--- src/rtl/if_fetch.sv ---
// -----------------------------------------------------------------------------
// if_fetch -- MIPS instruction-fetch stage
//
// Owns the program counter and fetches one word at a time from instruction
// memory over a req/ack handshake. There is never more than one request
// outstanding. Returned words are buffered in a small shift-register FIFO
// whose head is registered and presented to decode.
//
// Configuration macro:
//   IF_FIFO2_EN  defined   -> FIFO depth 2 (one instruction per cycle)
//                undefined -> FIFO depth 1 (one instruction per two cycles)
//
// Ports:
//   clk, rst_n        clock, asynchronous active-low reset
//   imem_req_out      fetch request, held until acknowledged
//   imem_addr_out     word-aligned fetch address, held until acknowledged
//   imem_ack_in       memory accepts address; imem_data_in valid same cycle
//   imem_data_in      fetched instruction word
//   redirect_en_in    one-cycle pulse: flush and restart at redirect_pc_in
//   redirect_pc_in    redirect target (low two bits ignored)
//   stall_in          decode not accepting this cycle
//   inst_valid_out    FIFO head valid
//   inst_data_out     head instruction (0 when not valid)
//   inst_pc_out       PC of head instruction (0 when not valid)
// -----------------------------------------------------------------------------
module if_fetch #(
    parameter int                    ADDR_WIDTH      = 32,
    parameter int                    INST_DATA_WIDTH = 32,
    parameter logic [ADDR_WIDTH-1:0] RESET_PC        = '0
) (
    input  logic                       clk,
    input  logic                       rst_n,
    output logic                       imem_req_out,
    output logic [ADDR_WIDTH-1:0]      imem_addr_out,
    input  logic                       imem_ack_in,
    input  logic [INST_DATA_WIDTH-1:0] imem_data_in,
    input  logic                       redirect_en_in,
    input  logic [ADDR_WIDTH-1:0]      redirect_pc_in,
    input  logic                       stall_in,
    output logic                       inst_valid_out,
    output logic [INST_DATA_WIDTH-1:0] inst_data_out,
    output logic [ADDR_WIDTH-1:0]      inst_pc_out
);

`ifdef IF_FIFO2_EN
    localparam int DEPTH = 2;
`else
    localparam int DEPTH = 1;
`endif

    localparam logic [1:0]            DEPTH_CNT  = 2'(DEPTH);
    localparam logic [ADDR_WIDTH-1:0] ALIGN_MASK = {{(ADDR_WIDTH-2){1'b1}}, 2'b00};
    localparam logic [ADDR_WIDTH-1:0] PC_STEP    = {{(ADDR_WIDTH-3){1'b0}}, 3'd4};
    localparam logic [ADDR_WIDTH-1:0] RESET_ADDR = RESET_PC & ALIGN_MASK;

    typedef enum logic [1:0] {
        S_IDLE  = 2'd0,
        S_FETCH = 2'd1,
        S_FULL  = 2'd2,
        S_DRAIN = 2'd3
    } state_t;

    state_t                     state_r, state_s;
    logic [ADDR_WIDTH-1:0]      pc_r, pc_s;
    logic [ADDR_WIDTH-1:0]      addr_r, addr_s;
    logic                       req_r, req_s;
    logic [1:0]                 count_r, count_s;
    logic                       valid_r, valid_s;
    logic                       push_s, pop_s;
    logic [1:0]                 wr_idx_s;

    // Entries at index >= count are kept at zero so the head reads as NOP.
    logic [ADDR_WIDTH-1:0]      fifo_pc_r   [DEPTH];
    logic [INST_DATA_WIDTH-1:0] fifo_data_r [DEPTH];
    logic [ADDR_WIDTH-1:0]      fifo_pc_s   [DEPTH];
    logic [INST_DATA_WIDTH-1:0] fifo_data_s [DEPTH];
    logic [ADDR_WIDTH-1:0]      ext_pc_s    [DEPTH+1];
    logic [INST_DATA_WIDTH-1:0] ext_data_s  [DEPTH+1];

    // FIFO next state: redirect flushes, otherwise shift on pop then write on push.
    always_comb begin
        pop_s    = valid_r && !stall_in;
        push_s   = (state_r == S_FETCH) && imem_ack_in && !redirect_en_in;
        wr_idx_s = count_r - {1'b0, pop_s};
        for (int i = 0; i < DEPTH; i++) begin
            ext_pc_s[i]   = fifo_pc_r[i];
            ext_data_s[i] = fifo_data_r[i];
        end
        ext_pc_s[DEPTH]   = '0;
        ext_data_s[DEPTH] = '0;
        for (int i = 0; i < DEPTH; i++) begin
            if (redirect_en_in) begin
                fifo_pc_s[i]   = '0;
                fifo_data_s[i] = '0;
            end else begin
                if (pop_s) begin
                    fifo_pc_s[i]   = ext_pc_s[i+1];
                    fifo_data_s[i] = ext_data_s[i+1];
                end else begin
                    fifo_pc_s[i]   = ext_pc_s[i];
                    fifo_data_s[i] = ext_data_s[i];
                end
                if (push_s && (wr_idx_s == 2'(i))) begin
                    fifo_pc_s[i]   = pc_r;
                    fifo_data_s[i] = imem_data_in;
                end else begin
                    fifo_pc_s[i]   = fifo_pc_s[i];
                    fifo_data_s[i] = fifo_data_s[i];
                end
            end
        end
        if (redirect_en_in) begin
            count_s = 2'd0;
        end else begin
            count_s = count_r - {1'b0, pop_s} + {1'b0, push_s};
        end
        valid_s = (count_s != 2'd0);
    end

    // Fetch FSM next state, PC and registered request/address values.
    always_comb begin
        state_s = state_r;
        pc_s    = pc_r;
        if (redirect_en_in) begin
            pc_s = redirect_pc_in & ALIGN_MASK;
        end else if (push_s) begin
            pc_s = pc_r + PC_STEP;
        end else begin
            pc_s = pc_r;
        end
        case (state_r)
            S_IDLE: begin
                state_s = S_FETCH;
            end
            S_FETCH: begin
                if (redirect_en_in) begin
                    // An unacknowledged request must still be completed.
                    state_s = imem_ack_in ? S_FETCH : S_DRAIN;
                end else if (count_s == DEPTH_CNT) begin
                    state_s = S_FULL;
                end else begin
                    state_s = S_FETCH;
                end
            end
            S_FULL: begin
                if (redirect_en_in || pop_s) begin
                    state_s = S_FETCH;
                end else begin
                    state_s = S_FULL;
                end
            end
            S_DRAIN: begin
                if (imem_ack_in) begin
                    state_s = S_FETCH;
                end else begin
                    state_s = S_DRAIN;
                end
            end
            default: begin
                state_s = S_IDLE;
            end
        endcase
        req_s = (state_s == S_FETCH) || (state_s == S_DRAIN);
        // While draining, the abandoned address is held; pc already has the target.
        if (state_s == S_DRAIN) begin
            addr_s = addr_r;
        end else begin
            addr_s = pc_s;
        end
    end

    // FSM, PC and memory-interface registers.
    always_ff @(posedge clk or negedge rst_n) begin
        if (!rst_n) begin
            state_r <= S_IDLE;
            pc_r    <= RESET_ADDR;
            addr_r  <= RESET_ADDR;
            req_r   <= 1'b0;
        end else begin
            state_r <= state_s;
            pc_r    <= pc_s;
            addr_r  <= addr_s;
            req_r   <= req_s;
        end
    end

    // FIFO storage, occupancy and registered head-valid.
    always_ff @(posedge clk or negedge rst_n) begin
        if (!rst_n) begin
            count_r <= 2'd0;
            valid_r <= 1'b0;
            for (int i = 0; i < DEPTH; i++) begin
                fifo_pc_r[i]   <= '0;
                fifo_data_r[i] <= '0;
            end
        end else begin
            count_r <= count_s;
            valid_r <= valid_s;
            for (int i = 0; i < DEPTH; i++) begin
                fifo_pc_r[i]   <= fifo_pc_s[i];
                fifo_data_r[i] <= fifo_data_s[i];
            end
        end
    end

    assign imem_req_out   = req_r;
    assign imem_addr_out  = addr_r;
    assign inst_valid_out = valid_r;
    assign inst_data_out  = fifo_data_r[0];
    assign inst_pc_out    = fifo_pc_r[0];

endmodule

--- config.mk ---
export PLATFORM = sky130hd
export DESIGN_NAME = if_fetch
export DESIGN_NICKNAME = d
export VERILOG_FILES = /design/src/rtl/if_fetch.sv
export SDC_FILE = /design/constraint.sdc
export NUM_CORES = 1
export LEC_CHECK = 0
export BUFFER_PORTS_ARGS = -buffer_cell sky130_fd_sc_hd__buf_2
export CAP_MARGIN = 5
export CELL_PAD_IN_SITES_DETAIL_PLACEMENT = 1
export CELL_PAD_IN_SITES_GLOBAL_PLACEMENT = 1
export CORE_UTILIZATION = 43
export DETAILED_ROUTE_END_ITERATION = 10
export GPL_TIMING_DRIVEN = 0
export PLACE_DENSITY = 0.94
export SLEW_MARGIN = 20
export SYNTH_ARGS = -nofsm -noshare
export SYNTH_HDL_FRONTEND = slang
export SYNTH_SLANG_ARGS = --single-unit
--- constraint.sdc ---
create_clock -name clk -period 3.6 [get_ports clk]
set_input_delay 0.54 -clock clk [delete_from_list [all_inputs] [get_ports clk]]
set_output_delay 0.54 -clock clk [all_outputs]
set_load 0.005 [all_outputs]
==> flow_summary.json <==
{
  "place_congestion": 0.849,
  "synth_edf_count": 0,
  "r2r_start": "inst_valid_out$_DFF_PN0_",
  "cp_cell_sequence": "nor2b_1 > ha_1 > xor2_1 > or2_2 > nor2_1 > clkbuf_1 > a22o_1",
  "ant_nets": 0,
  "max_stage_delay_ns": 0.76,
  "synth_fp_nets": 553,
  "grt_max_degree": 72,
  "yosys_warnings": 0,
  "post-route-util_pct": 57.2,
  "drtPass1Iterations": 4,
  "crit_start": "inst_valid_out$_DFF_PN0_",
  "grt_setup_unrepaired": "no",
  "path_class": "reg -> reg",
  "via_per_inst": 5.74,
  "dr_total_vias": 4855,
  "max_cap_viol_count": 0,
  "coreArea_um2": 12800,
  "crit_family": "simple AND/OR/NAND/NOR gates",
  "place_inst": 819,
  "hold_viol": 0,
  "cts_setup_buffers": 0,
  "hold_path_class": "in -> async",
  "die_h_um": 117,
  "fp.dieW_um": 117,
  "setup_viol": 0,
  "worst_slack_ns": 0.637,
  "status": "completed",
  "slowest_stage": "nor2_1",
  "cts.clk_slew.worst_paths_ns": 0.05,
  "track_usage_pct": 27.9,
  "path_buf_inv": 1,
  "htree_levels": 4,
  "crit_path_start_kind": "register",
  "nets": 738,
  "drc": 0,
  "antenna_found_initial": 0,
  "fmax_mhz": 338,
  "dpl.hpwl_mm": 12.7,
  "synth_ff_type": "dfrtp_1",
  "wire_per_inst_um": 21.6,
  "fin_skew_ns": 0.0129,
  "worstPathArrival_ns": 3.30,
  "die_area_um2": 13700,
  "ios": 167,
  "antennaDiodeCount": 0,
  "cts-buffers-inserted": 17,
  "slew_viol_final": 0,
  "syn-cell-area_um2": 5680,
  "finalCritPeriodShare_pct": 82.3,
  "p_total_w": 0.00502,
  "cts_num_sinks": 134,
  "routed_wl_mm": 18.3,
  "async_reset_ff_share_pct": 100,
  "grt_pass1_wl_mm": 28.1,
  "ir_drop_v": 0.000322,
  "relSlewSlack_pct": 33.7,
  "finalSetupTns_ns": 0,
  "row_count": 41,
  "cp_max_fo": 10,
  "cp-end-kind": "register",
  "drive_gt1_share_pct": 33.5,
  "layout_min_cycle_time_ns": 2.96,
  "cts-hold-fix-buffers": 0,
  "layout.cells.non_filler": 846,
  "avgSynthCellArea_um2": 11.8,
  "worstMarginPinSlew_ns": 0.991,
  "drtIter0Drc": 324,
  "ys_seq_area_share_pct": 59.0,
  "clockRootBuffer": "clkbuf_16",
  "ctsResizeCount": 0,
  "overflow": 0,
  "ys_ff_latch": 134,
  "netlist_instances": 481,
  "area_delta_synth_final_pct": 28.7,
  "grt_pass1_vias": 5108,
  "clk_path_buf_depth": 2,
  "initial_utilization_pct": 44.5,
  "p_per_area_nw_per_um2": 686,
  "synth_cell_types": 43,
  "clock_latency_ns": 0.42,
  "cts_tree": "done",
  "p_leak_nw": 3.64,
  "crit_required_ns": 3.94,
  "pre_cts_ws_ns": 0.430,
  "port_buffers": 164
}
metal layers:
| layer | routed length, um | vias to the layer above | global-route usage (%) |
|---|---|---|---|
| li1 | - | 2147 | - |
| met1 | 7670 | 2461 | 35.9 |
| met2 | 8930 | 213 | 46.6 |
| met3 | 1220 | 34 | 5.25 |
| met4 | 442 | 0 | 11.8 |
| met5 | 0 | - | 0 |
synth_stat cells, types with 8 or more instances:
library cell	n	share of area (%)
a22o_1	64	9.9
clkbuf_1	28	1.9
nor4_1	9	0.99
inv_1	10	0.66
nand3_1	15	1.3
xnor2_1	12	1.9
dfrtp_1	134	59
o21ai_0	9	0.79
nand4_1	9	0.99
xor2_1	10	1.5
a221o_1	8	1.4
nor3_1	11	0.97
nor2_1	29	1.9
mux2_2	26	5.2
and3_1	11	1.2
nand2_1	38	2.5
cell usage in the layout, fill, tap and decap left out, types with 11 or more instances in the layout:
cell / n
buf_2: 164
dfrtp_1: 134
a22o_1: 64
nand2_1: 38
clkbuf_1: 29
nor2_1: 29
mux2_2: 26
clkbuf_16: 17
nand3_1: 15
xnor2_1: 12
and3_1: 11
final timing paths:
| check | endpoint | slack [ns] | cells past startpoint |
|---|---|---|---|
| worst min-delay path | inst_data_out[29]$_DFFE_PN0P_ | 0.12 | 1 |
| worst max register to register | inst_data_out[6]$_DFFE_PN0P_ | 0.64 | 7 |
| max in group asynchronous | inst_data_out[18]$_DFFE_PN0P_ | 2.73 | 2 |
| worst max-delay path | inst_data_out[6]$_DFFE_PN0P_ | 0.64 | 7 |
| min in group clk | inst_data_out[30]$_DFFE_PN0P_ | 0.35 | 2 |
| worst min register to register | imem_addr_out[2]$_DFFE_PN0P_ | 0.49 | 2 |
cells by family after synthesis:
family          share of synthesized area, %
compound gates                          14.9
fa+ha+maj                              0.661
flops                                   59.0
xor+xnor                                3.39
buf+inv                                 2.67
mux                                     5.51
simple gates                            13.8
layout make-up:
class	instances	area [um2]
Multi-Input combinational cell	307	2180
Timing Repair Buffer	166	862
Buffer	30	114
Clock inverter	4	47.5
Fill cell	1407	5470
Clock buffer	23	498
Sequential cell	134	3350
Tap cell	172	215
Inverter	10	37.5
sequential cells by signal, indices dropped and copies added (netlist names):
register,flops
imem_addr_out,32
inst_data_out,32
inst_pc_out,32
pc_r,32
count_r,2
state_r,2
imem_req_out,1
inst_valid_out,1
stage by stage:
step           hold WS, ns  instance area (um2)
2_1_floorplan        0.244                 5680
3_3_place_gp         0.460                 6720
3_5_place_dp         0.474                 6760
4_1_cts              0.134                 7310
5_1_grt              0.169                 7310
6_report             0.117                 7310
power breakdown:
part	internal [W]	switching [W]	total, W
clock network	0.00102	0.000603	0.00162
registers	0.00184	0.000259	0.00210
logic	0.000581	0.000711	0.00129
total	0.00344	0.00157	0.00502
No activity file was read; power rests on OpenSTA's default activity.
